$ cat config.mk
export PLATFORM = sky130hd
export DESIGN_NAME = bpm_tracker
export DESIGN_NICKNAME = d
export VERILOG_FILES = /design/src/rtl/bpm_tracker.sv
export SDC_FILE = /design/constraint.sdc
export NUM_CORES = 1
export LEC_CHECK = 0
export CAP_MARGIN = 15
export CORE_MARGIN = 5
export CORE_UTILIZATION = 55
export DETAILED_ROUTE_END_ITERATION = 8
export PLACE_DENSITY = 0.75
export SYNTH_ARGS = -nofsm -noshare
export SYNTH_HDL_FRONTEND = slang
export SYNTH_SLANG_ARGS = --single-unit
$ cat constraint.sdc
create_clock -name clk_camera_in -period 3.4 [get_ports clk_camera_in]
set_clock_uncertainty 0.05 [all_clocks]
set_input_delay 0.34 -clock clk_camera_in [delete_from_list [all_inputs] [get_ports clk_camera_in]]
set_output_delay 0.34 -clock clk_camera_in [all_outputs]
set_load 0.005 [all_outputs]
$ cat src/rtl/bpm_tracker.sv
// bpm_tracker: tempo estimator turning beat pulses into a BPM value.
// Mode 0 counts debounced hits over a fixed window; mode 1 times the
// beat-to-beat interval and converts it with a serial restoring divider.
module bpm_tracker #(
  parameter int unsigned CLK_HZ         = 100_000_000,
  parameter int unsigned WINDOW_DIV     = 4,
  parameter int unsigned BPM_W          = 8,
  parameter int unsigned CNT_W          = 32,
  parameter int unsigned DEFAULT_BPM    = 120,
  parameter int unsigned MIN_BPM        = 30,
  parameter int unsigned MAX_BPM        = 240,
  parameter int unsigned REFRACT_CYCLES = CLK_HZ / 20
) (
  input  logic             clk_camera_in,
  input  logic             rst_in,
  input  logic             change_in,
  input  logic [BPM_W-1:0] bpm_in,
  input  logic             valid_override_in,
  input  logic             measure_in,
  input  logic             mode_in,
  output logic [BPM_W-1:0] bpm_out,
  output logic             bpm_valid_out,
  output logic             busy_out
);

  localparam longint unsigned CYC_PER_MIN_L   = 64'(CLK_HZ) * 64'd60;
  localparam longint unsigned WINDOW_CYCLES_L = CYC_PER_MIN_L / 64'(WINDOW_DIV);
  localparam longint unsigned TIMEOUT_L       = CYC_PER_MIN_L / 64'(MIN_BPM);
  localparam int unsigned     STEP_W          = $clog2(CNT_W);

  localparam logic [CNT_W-1:0]  CYC_PER_MIN = CNT_W'(CYC_PER_MIN_L);
  localparam logic [CNT_W-1:0]  WINDOW_LAST = CNT_W'(WINDOW_CYCLES_L - 64'd1);
  localparam logic [CNT_W-1:0]  TIMEOUT     = CNT_W'(TIMEOUT_L);
  localparam logic [CNT_W-1:0]  REFRACT     = CNT_W'(REFRACT_CYCLES);
  localparam logic [CNT_W-1:0]  MIN_C       = CNT_W'(MIN_BPM);
  localparam logic [CNT_W-1:0]  MAX_C       = CNT_W'(MAX_BPM);
  localparam logic [BPM_W-1:0]  MIN_B       = BPM_W'(MIN_BPM);
  localparam logic [BPM_W-1:0]  MAX_B       = BPM_W'(MAX_BPM);
  localparam logic [BPM_W-1:0]  DEFAULT_B   = BPM_W'(DEFAULT_BPM);
  localparam logic [STEP_W-1:0] LAST_STEP   = STEP_W'(CNT_W - 1);

  typedef enum logic [2:0] {IDLE, WINDOW, ARM, TIMING, DIVIDE, UPDATE} state_e;

  state_e             state_q, state_d;
  logic               change_prev_q, change_prev_d;
  logic               mode_q, mode_d;
  logic [CNT_W-1:0]   refr_q, refr_d;
  logic [CNT_W-1:0]   win_cnt_q, win_cnt_d;
  logic [BPM_W-1:0]   hits_q, hits_d;
  logic [CNT_W-1:0]   ivl_q, ivl_d;
  logic [CNT_W-1:0]   div_q, div_d;
  logic [CNT_W-1:0]   rem_q, rem_d;
  logic [CNT_W-1:0]   quo_q, quo_d;
  logic [STEP_W-1:0]  step_q, step_d;
  logic [BPM_W-1:0]   bpm_q, bpm_d;
  logic               valid_q, valid_d;

  logic               hit;
  logic               abort;
  logic               win_end;
  logic               div_last;
  logic [CNT_W:0]     rem_sh;
  logic [CNT_W:0]     diff;
  logic [CNT_W-1:0]   win_prod;

  function automatic logic [BPM_W-1:0] clamp_bpm(input logic [CNT_W-1:0] x);
    logic [BPM_W-1:0] r;
    if (x < MIN_C)      r = MIN_B;
    else if (x > MAX_C) r = MAX_B;
    else                r = x[BPM_W-1:0];
    return r;
  endfunction

  // Hit detection and mode-exit conditions shared by all processes
  always_comb begin
    hit   = change_in && !change_prev_q && (refr_q == '0);
    abort = !measure_in || (mode_in != mode_q);
  end

  // State and datapath registers
  always_ff @(posedge clk_camera_in) begin
    if (rst_in) begin
      state_q       <= IDLE;
      change_prev_q <= 1'b0;
      mode_q        <= 1'b0;
      refr_q        <= '0;
      win_cnt_q     <= '0;
      hits_q        <= '0;
      ivl_q         <= '0;
      div_q         <= '0;
      rem_q         <= '0;
      quo_q         <= '0;
      step_q        <= '0;
      bpm_q         <= DEFAULT_B;
      valid_q       <= 1'b0;
    end else begin
      state_q       <= state_d;
      change_prev_q <= change_prev_d;
      mode_q        <= mode_d;
      refr_q        <= refr_d;
      win_cnt_q     <= win_cnt_d;
      hits_q        <= hits_d;
      ivl_q         <= ivl_d;
      div_q         <= div_d;
      rem_q         <= rem_d;
      quo_q         <= quo_d;
      step_q        <= step_d;
      bpm_q         <= bpm_d;
      valid_q       <= valid_d;
    end
  end

  // Next-state logic: override and mode exits pre-empt the FSM
  always_comb begin
    state_d = state_q;
    if (valid_override_in || abort) begin
      state_d = IDLE;
    end else begin
      case (state_q)
        IDLE:    state_d = mode_in ? ARM : WINDOW;
        WINDOW:  state_d = WINDOW;
        ARM:     if (hit) state_d = TIMING;
        TIMING: begin
          if (hit)                           state_d = DIVIDE;
          else if ((ivl_q + 1'b1) >= TIMEOUT) state_d = ARM;
        end
        DIVIDE:  if (div_last) state_d = UPDATE;
        UPDATE:  state_d = TIMING;
        default: state_d = IDLE;
      endcase
    end
  end

  // FSM-decoded outputs and qualifiers
  always_comb begin
    busy_out = (state_q == DIVIDE);
    win_end  = (state_q == WINDOW) && (win_cnt_q == WINDOW_LAST);
    div_last = (state_q == DIVIDE) && (step_q == LAST_STEP);
  end

  // Datapath: refractory, window counting, interval timing, divider, result
  always_comb begin
    change_prev_d = change_in;
    mode_d        = mode_in;
    refr_d        = refr_q;
    win_cnt_d     = win_cnt_q;
    hits_d        = hits_q;
    ivl_d         = ivl_q;
    div_d         = div_q;
    rem_d         = rem_q;
    quo_d         = quo_q;
    step_d        = step_q;
    bpm_d         = bpm_q;
    valid_d       = 1'b0;
    rem_sh        = {rem_q, quo_q[CNT_W-1]};
    diff          = rem_sh - {1'b0, div_q};
    win_prod      = CNT_W'(hits_q) * CNT_W'(WINDOW_DIV);

    if (hit)                refr_d = REFRACT;
    else if (refr_q != '0)  refr_d = refr_q - 1'b1;

    if (valid_override_in || abort) begin
      if (valid_override_in) begin
        bpm_d   = bpm_in;
        valid_d = 1'b1;
      end
      win_cnt_d = '0;
      hits_d    = '0;
      ivl_d     = '0;
      step_d    = '0;
    end else begin
      case (state_q)
        WINDOW: begin
          if (win_end) begin
            // a hit on the closing cycle belongs to the next window
            bpm_d     = clamp_bpm(win_prod);
            valid_d   = 1'b1;
            win_cnt_d = '0;
            hits_d    = hit ? BPM_W'(1) : '0;
          end else begin
            win_cnt_d = win_cnt_q + 1'b1;
            if (hit && (hits_q != '1)) hits_d = hits_q + 1'b1;
          end
        end
        ARM: begin
          if (hit) ivl_d = '0;
        end
        TIMING: begin
          if (hit) begin
            div_d  = ivl_q + 1'b1;
            ivl_d  = '0;
            rem_d  = '0;
            quo_d  = CYC_PER_MIN;
            step_d = '0;
          end else begin
            ivl_d = ivl_q + 1'b1;
          end
        end
        DIVIDE, UPDATE: begin
          // interval keeps timing so the next beat is measured from the last one
          if (hit)                  ivl_d = '0;
          else if (ivl_q < TIMEOUT) ivl_d = ivl_q + 1'b1;
          if (state_q == DIVIDE) begin
            step_d = step_q + 1'b1;
            if (!diff[CNT_W]) begin
              rem_d = diff[CNT_W-1:0];
              quo_d = {quo_q[CNT_W-2:0], 1'b1};
            end else begin
              rem_d = rem_sh[CNT_W-1:0];
              quo_d = {quo_q[CNT_W-2:0], 1'b0};
            end
          end else begin
            bpm_d   = clamp_bpm(quo_q);
            valid_d = 1'b1;
          end
        end
        default: ;
      endcase
    end
  end

  assign bpm_out       = bpm_q;
  assign bpm_valid_out = valid_q;

endmodule

**Word-level counts from Yosys, hierarchy flattened**

Cells that the tools add are included.

- Flip-flop bits (word level): 219
- Bits in latches: 0
- Bits in writable memories: 0
- Bits in read-only memories: 0
- Input port bits: 14
- Output and inout port bits: 10
- Logic and storage cells: 113
- Memories kept: 0

- Add/sub/neg operators: 6
- Multiply operators: 0
- Div/mod/pow operators: 0
- Order comparisons: 6
- Equal/unequal tests: 18
- Shift operators: 0
- Multiplexer cells: 41
- Bitwise gates (word level): 1
- Reduce and logical (&&, ||, !) cells: 27

Operators with widths:

| cell | number |
|---|---|
| $mux W32 | 9 |
| $pmux W32 S2 | 2 |
| $pmux W32 S3 | 1 |
| $mux W8 | 10 |
| $add A32 B1 Y32 const B | 2 |
| $mux W23 | 2 |
| $sub A33 B32 Y33 | 1 |
| $eq A32 B31 Y1 const B | 1 |
| $ge A32 B28 Y1 const B | 1 |
| $gt A32 B8 Y1 const B | 1 |
| $logic_not A32 Y1 | 1 |
| $lt A32 B28 Y1 const B | 1 |
| $lt A32 B5 Y1 const B | 1 |
| $reduce_bool A32 Y1 | 1 |
| $sub A32 B1 Y32 const B | 1 |
| $pmux W3 S6 | 1 |
| $pmux W8 S2 | 1 |
| $mux W3 | 4 |
| $ne A3 B3 Y1 const B | 4 |
| $reduce_and A3 Y1 | 4 |
| $gt A10 B8 Y1 const B | 1 |
| $lt A10 B5 Y1 const B | 1 |
| $mux W5 | 2 |
| $pmux W5 S2 | 1 |
| 23 further kinds | 45 |

**Depth between registers and ports, before layout**

- Depth in word-level cells: 6
- Mapped depth: 14
- Mapped depth without buffers: 12

**Worst setup path after synthesis**

No wires, ideal clock.

- Path type: register to register
- Start: register div_q[2]
- End: register rem_q[8]
- Setup time: 118 ps
- Arrival: 2,775 ps
- Required time: 3,232 ps
- Slack: 456 ps
- Stages on the path, launching flop included: 13
- Path buffers: 2
- Clock period less this slack: 2,944 ps
- Cell sequence: dfxtp_1 > inv_1 > ha_1 > nor2b_1 > o31a_1 > o31ai_1 > a211oi_1 > or2_1 > a211oi_1 > buf_4 > buf_2 > mux2i_1 > o21ai_1

- Longest elaborated chain between the ends: 4

RTL lines:

| what | RTL line | RTL |
|---|---|---|
| start, declared | 51 | `logic [CNT_W-1:0] div_q, div_d;` |
| start signal, assigned | 104 | `div_q <= div_d;` |
| $sub A33 B32 Y33 | 156 | `diff = rem_sh - {1'b0, div_q};` |
| $mux W32 | 205 | `if (!diff[CNT_W]) begin` |
| $mux W32 | 203 | `if (state_q == DIVIDE) begin` |
| $pmux W32 S2 | 172 | `case (state_q)` |
| end signal, assigned | 105 | `rem_q <= rem_d;` |
| end, declared | 52 | `logic [CNT_W-1:0] rem_q, rem_d;` |

No other way between the ends. The select of a mux whose other input is x is not followed.
A chain may end at the register's enable or synchronous reset.

**Worst setup path in the final report**

- Start: register refr_q[4]
- End: register ivl_q[6]

- Longest elaborated chain between the ends: 4
- Elaborated cells between the ends (all ways): 8
- Those cells by class: 2 x eq/ne; 3 x mux; 3 x reduce/logical

RTL lines:

| what | RTL line | RTL |
|---|---|---|
| start, declared | 47 | `logic [CNT_W-1:0] refr_q, refr_d;` |
| start signal, assigned | 100 | `refr_q <= refr_d;` |
| $logic_not A32 Y1 (*) | 76 | `hit = change_in && !change_prev_q && (refr_q == '0);` |
| $logic_and A1 B1 Y1 (*) | 76 |  |
| $ne A3 B3 Y1 (no line), or another cell as far along | n/a |  |
| $reduce_and A3 Y1 (no line) or $pmux W32 S3 (tied branches) | n/a |  |
| end signal, assigned | 103 | `ivl_q <= ivl_d;` |
| end, declared | 50 | `logic [CNT_W-1:0] ivl_q, ivl_d;` |

Mark *: on every way between the ends. The rest lies on a longest branch, timed or not.

==> impl_metrics.csv <==
group,metric,value,unit
outcome,outcome,"complete, no violations",
worst_setup_path,path_cells,"or4_4 > nor4_4 > nand4_2 > or2_1 > nand2_1 > buf_4 > or2_2 > a2bb2oi_1 > mux2i_1",
worst_setup_path,max_stage_delay,0.57,ns
routing,wirelength,26700,microns
timing,hold_viol,0,
run,cap_viol_max_count,0,
cells_and_area,fillers,1962,
worst_setup_path,cp.buffers_inverters,1,
logic_synthesis,syn_inst,1476,
worst_setup_path,criticalPathCategory,"reg2reg",
clock_network,cts-buffers-inserted,24,
clock_network,cts_tree,"built",
logic_synthesis,synth_seq_cells,219,
routing,avgViaCountPerCell,5.82,
floorplanning,start_util,55.2,%
worst_setup_path,r2r_slack,0.28,ns
clock_network,clkTransAtPathRegs,0.06,ns
logic_synthesis,synth_edf_count,0,
worst_setup_path,required,3.76,ns
cells_and_area,fin_area,0.0132,sq mm
logic_synthesis,synth_async_sr_flop_share,0,%
worst_hold_path,hold_path.class,"in2reg",
worst_setup_path,cp_slowest_cell,"or4_4",
timing,fin_crit,3.12,ns
power_and_ir_drop,p_leak,4.78,nW
routing,wl_per_cell,15.0,microns
power_and_ir_drop,powerDensity,498,mW/mm^2
logic_synthesis,yosysMostFrequentCell,"dfxtp_1",
worst_setup_path,path_delay_family,"simple AND/OR/NAND/NOR gates",
logic_synthesis,synth_commonest_cells,"dfxtp_1, nor2_1, nand2_1",
floorplanning,top_level_ports,24,
grt,grt_use_total,21.4,%
grt,grt_max_degree,63,
logic_synthesis,synthDistinctLibCells,77,
cells_and_area,syn2layout_area_growth,10.7,%
worst_setup_path,crit_arrival,3.49,ns
routing,dr.pass1.iters,5,
cells_and_area,fin_nets,1533,
routing,dr_total_vias,10300,
placement,finalWeightedCongestion,0.883,
cells_and_area,diodes,0,
worst_setup_path,path_depth,9,
floorplanning,die-area,0.0248,sq mm
cells_and_area,drive_above_1_share,6.83,%
logic_synthesis,synth_seq_area_share,36.7,%
clock_network,ctsHoldBuffers,0,
worst_hold_path,hold_depth,2,
logic_synthesis,yosys_warnings,0,
floorplanning,fp-row-count,54,
clock_network,clock_latency,0.53,ns
timing,finalMaxSlewViolations,0,
placement,io_buffers,23,
timing,tightest_slew,1.08,ns
routing,postRouteAntennaNets,0,
placement,dpl.hpwl,18700,microns
floorplanning,fp.dieW,157,microns
clock_network,cts-root-buf,"clkbuf_16",
routing,drt-initial-drc-count,657,
timing,setup_tns,0,ns
worst_setup_path,critPathCaptureType,"register",
logic_synthesis,synth_top_cell_by_area,"dfxtp_1",
floorplanning,core,0.0216,sq mm
clock_network,htreeDepth,1,
worst_setup_path,crit_path_start_kind,"register",
logic_synthesis,syn_avg_cell_area,8.09,sq um
power_and_ir_drop,ir_drop,0.368,mV
grt,grt-ovfl-total,0,
placement,place_area,0.0125,sq mm
logic_synthesis,synth_top_area_share,36.7,%
timing,slew-limit-headroom,27.6,%
clock_network,clock_sinks,219,
worst_setup_path,rr_worst_depth,9,
grt,grt_antenna_before_repair,0,
logic_synthesis,synth.area.top_cells,"dfxtp_1, nor2_1, nand2_1",
timing,final.period_utilization,91.9,%
worst_setup_path,critPathMaxFanout,19,
logic_synthesis,syn-num-nets,1530,
grt,grt_pass1_wl,45600,microns
timing,rsz0062_at_grt,"no",
routing,remaining_drc_errors,0,
logic_synthesis,ys.flop_type,"dfxtp_1",
grt,grt_pass1_vias,9657,
clock_network,cts_buffer_depth,3,
logic_synthesis,syn_area,0.0119,sq mm
floorplanning,dieHeight,157,microns
timing,setup_violations,0,
timing,clock.fmax,0.320,GHz
[where the power goes]
part           switching, W  internal, W  leakage [nW]
clock               0.00106      0.00141         0.374
sequential         0.000170      0.00274          1.77
combinational      0.000641     0.000559          2.63
total               0.00187      0.00471          4.78
[registers in the layout, indices dropped and copies added (netlist names)]
register	cells
refr_q	32
step_q	5
mode_q	1
quo_q	32
win_cnt_q	32
ivl_q	32
rem_q	32
state_q	3
bpm_valid_out	1
div_q	32
bpm_out	8
change_prev_q	1
hits_q	8
[logic make-up after synthesis]
group | count (synthesis) | synth area share (%)
and+or+nand+nor | 618 | 26.1
buffers and inverters | 133 | 4.53
AOI/OAI and AO/OA | 324 | 17.7
DFF | 219 | 36.7
adders and majority gates | 40 | 4.25
xor gates and xnor gates | 105 | 7.70
muxes | 37 | 3.10
[final timing paths]
kind,start,endpoint
worst min-delay path,rst_in,quo_q[0]$_SDFFE_PP0P_
worst min register to register,rem_q[1]$_SDFFE_PP0P_,rem_q[1]$_SDFFE_PP0P_
worst max-delay path,refr_q[4]$_SDFFE_PP0N_,ivl_q[6]$_SDFFE_PP0P_
worst max register to register,refr_q[4]$_SDFFE_PP0N_,ivl_q[6]$_SDFFE_PP0P_
[final cells by class]
class                      count  area, sq um  area share, %
multi-input combinational   1124         7040           53.2
inverter                      55          206           1.56
clock buffer                  31          677           5.12
tap                          280          350           2.65
sequential                   219         4380           33.2
timing repair buffer          55          478           3.61
clock inverter                10         87.6          0.662
[worst reg2reg max path, cell delays in order (launching register included)]
cell	delay, ns
dfxtp_1	0.35
or4_4	0.57
nor4_4	0.26
nand4_2	0.34
or2_1	0.40
nand2_1	0.12
buf_4	0.18
or2_2	0.41
a2bb2oi_1	0.22
mux2i_1	0.09
[cells in the final DEF (no fill, tap or decap), types with 12 or more instances in the layout]
cell,count
nor2b_1,16
ha_1,39
o21a_1,12
nor2_1,169
o21ai_1,22
buf_4,31
or3_1,25
a211oi_1,46
nand2_1,139
o21ai_0,56
nand4_1,28
a22oi_1,13
a21oi_1,81
inv_1,55
clkbuf_16,24
xor2_1,48
and3_1,20
mux2i_1,37
nor3_1,62
nand3_1,62
nor4_1,24
clkdlybuf4s50_1,22
dfxtp_1,219
xnor2_1,57
[routing by layer]
layer,track usage (%),wire length [microns]
met1,30.4,12900
met4,4.06,391
met2,35.6,12200
met5,0,0
met3,2.50,1110
[metrics by stage]
step | setup slack, ns | hold WS (ns) | power [W] | instances | utilization (%)
3_5_place_dp | 0.156 | 0.411 | 0.00416 | 1733 | 57.6
4_1_cts | 0.150 | 0.0895 | 0.00664 | 1774 | 61.1
3_3_place_gp | 0.256 | 0.393 | 0.00413 | 1733 | 57.6
5_1_grt | 0.00286 | 0.123 | 0.00692 | 1774 | 61.2
2_1_floorplan | 0.456 | 0.384 | 0.00392 | 1476 | -
6_report | 0.276 | 0.112 | 0.00659 | 1774 | 61.2
[what timing repair did]
action	4_1_cts	5_1_grt
buffers inserted	0	0
endpoints found under the setup margin	0	7
resized for setup	0	1
No activity file was read; power rests on OpenSTA's default activity.
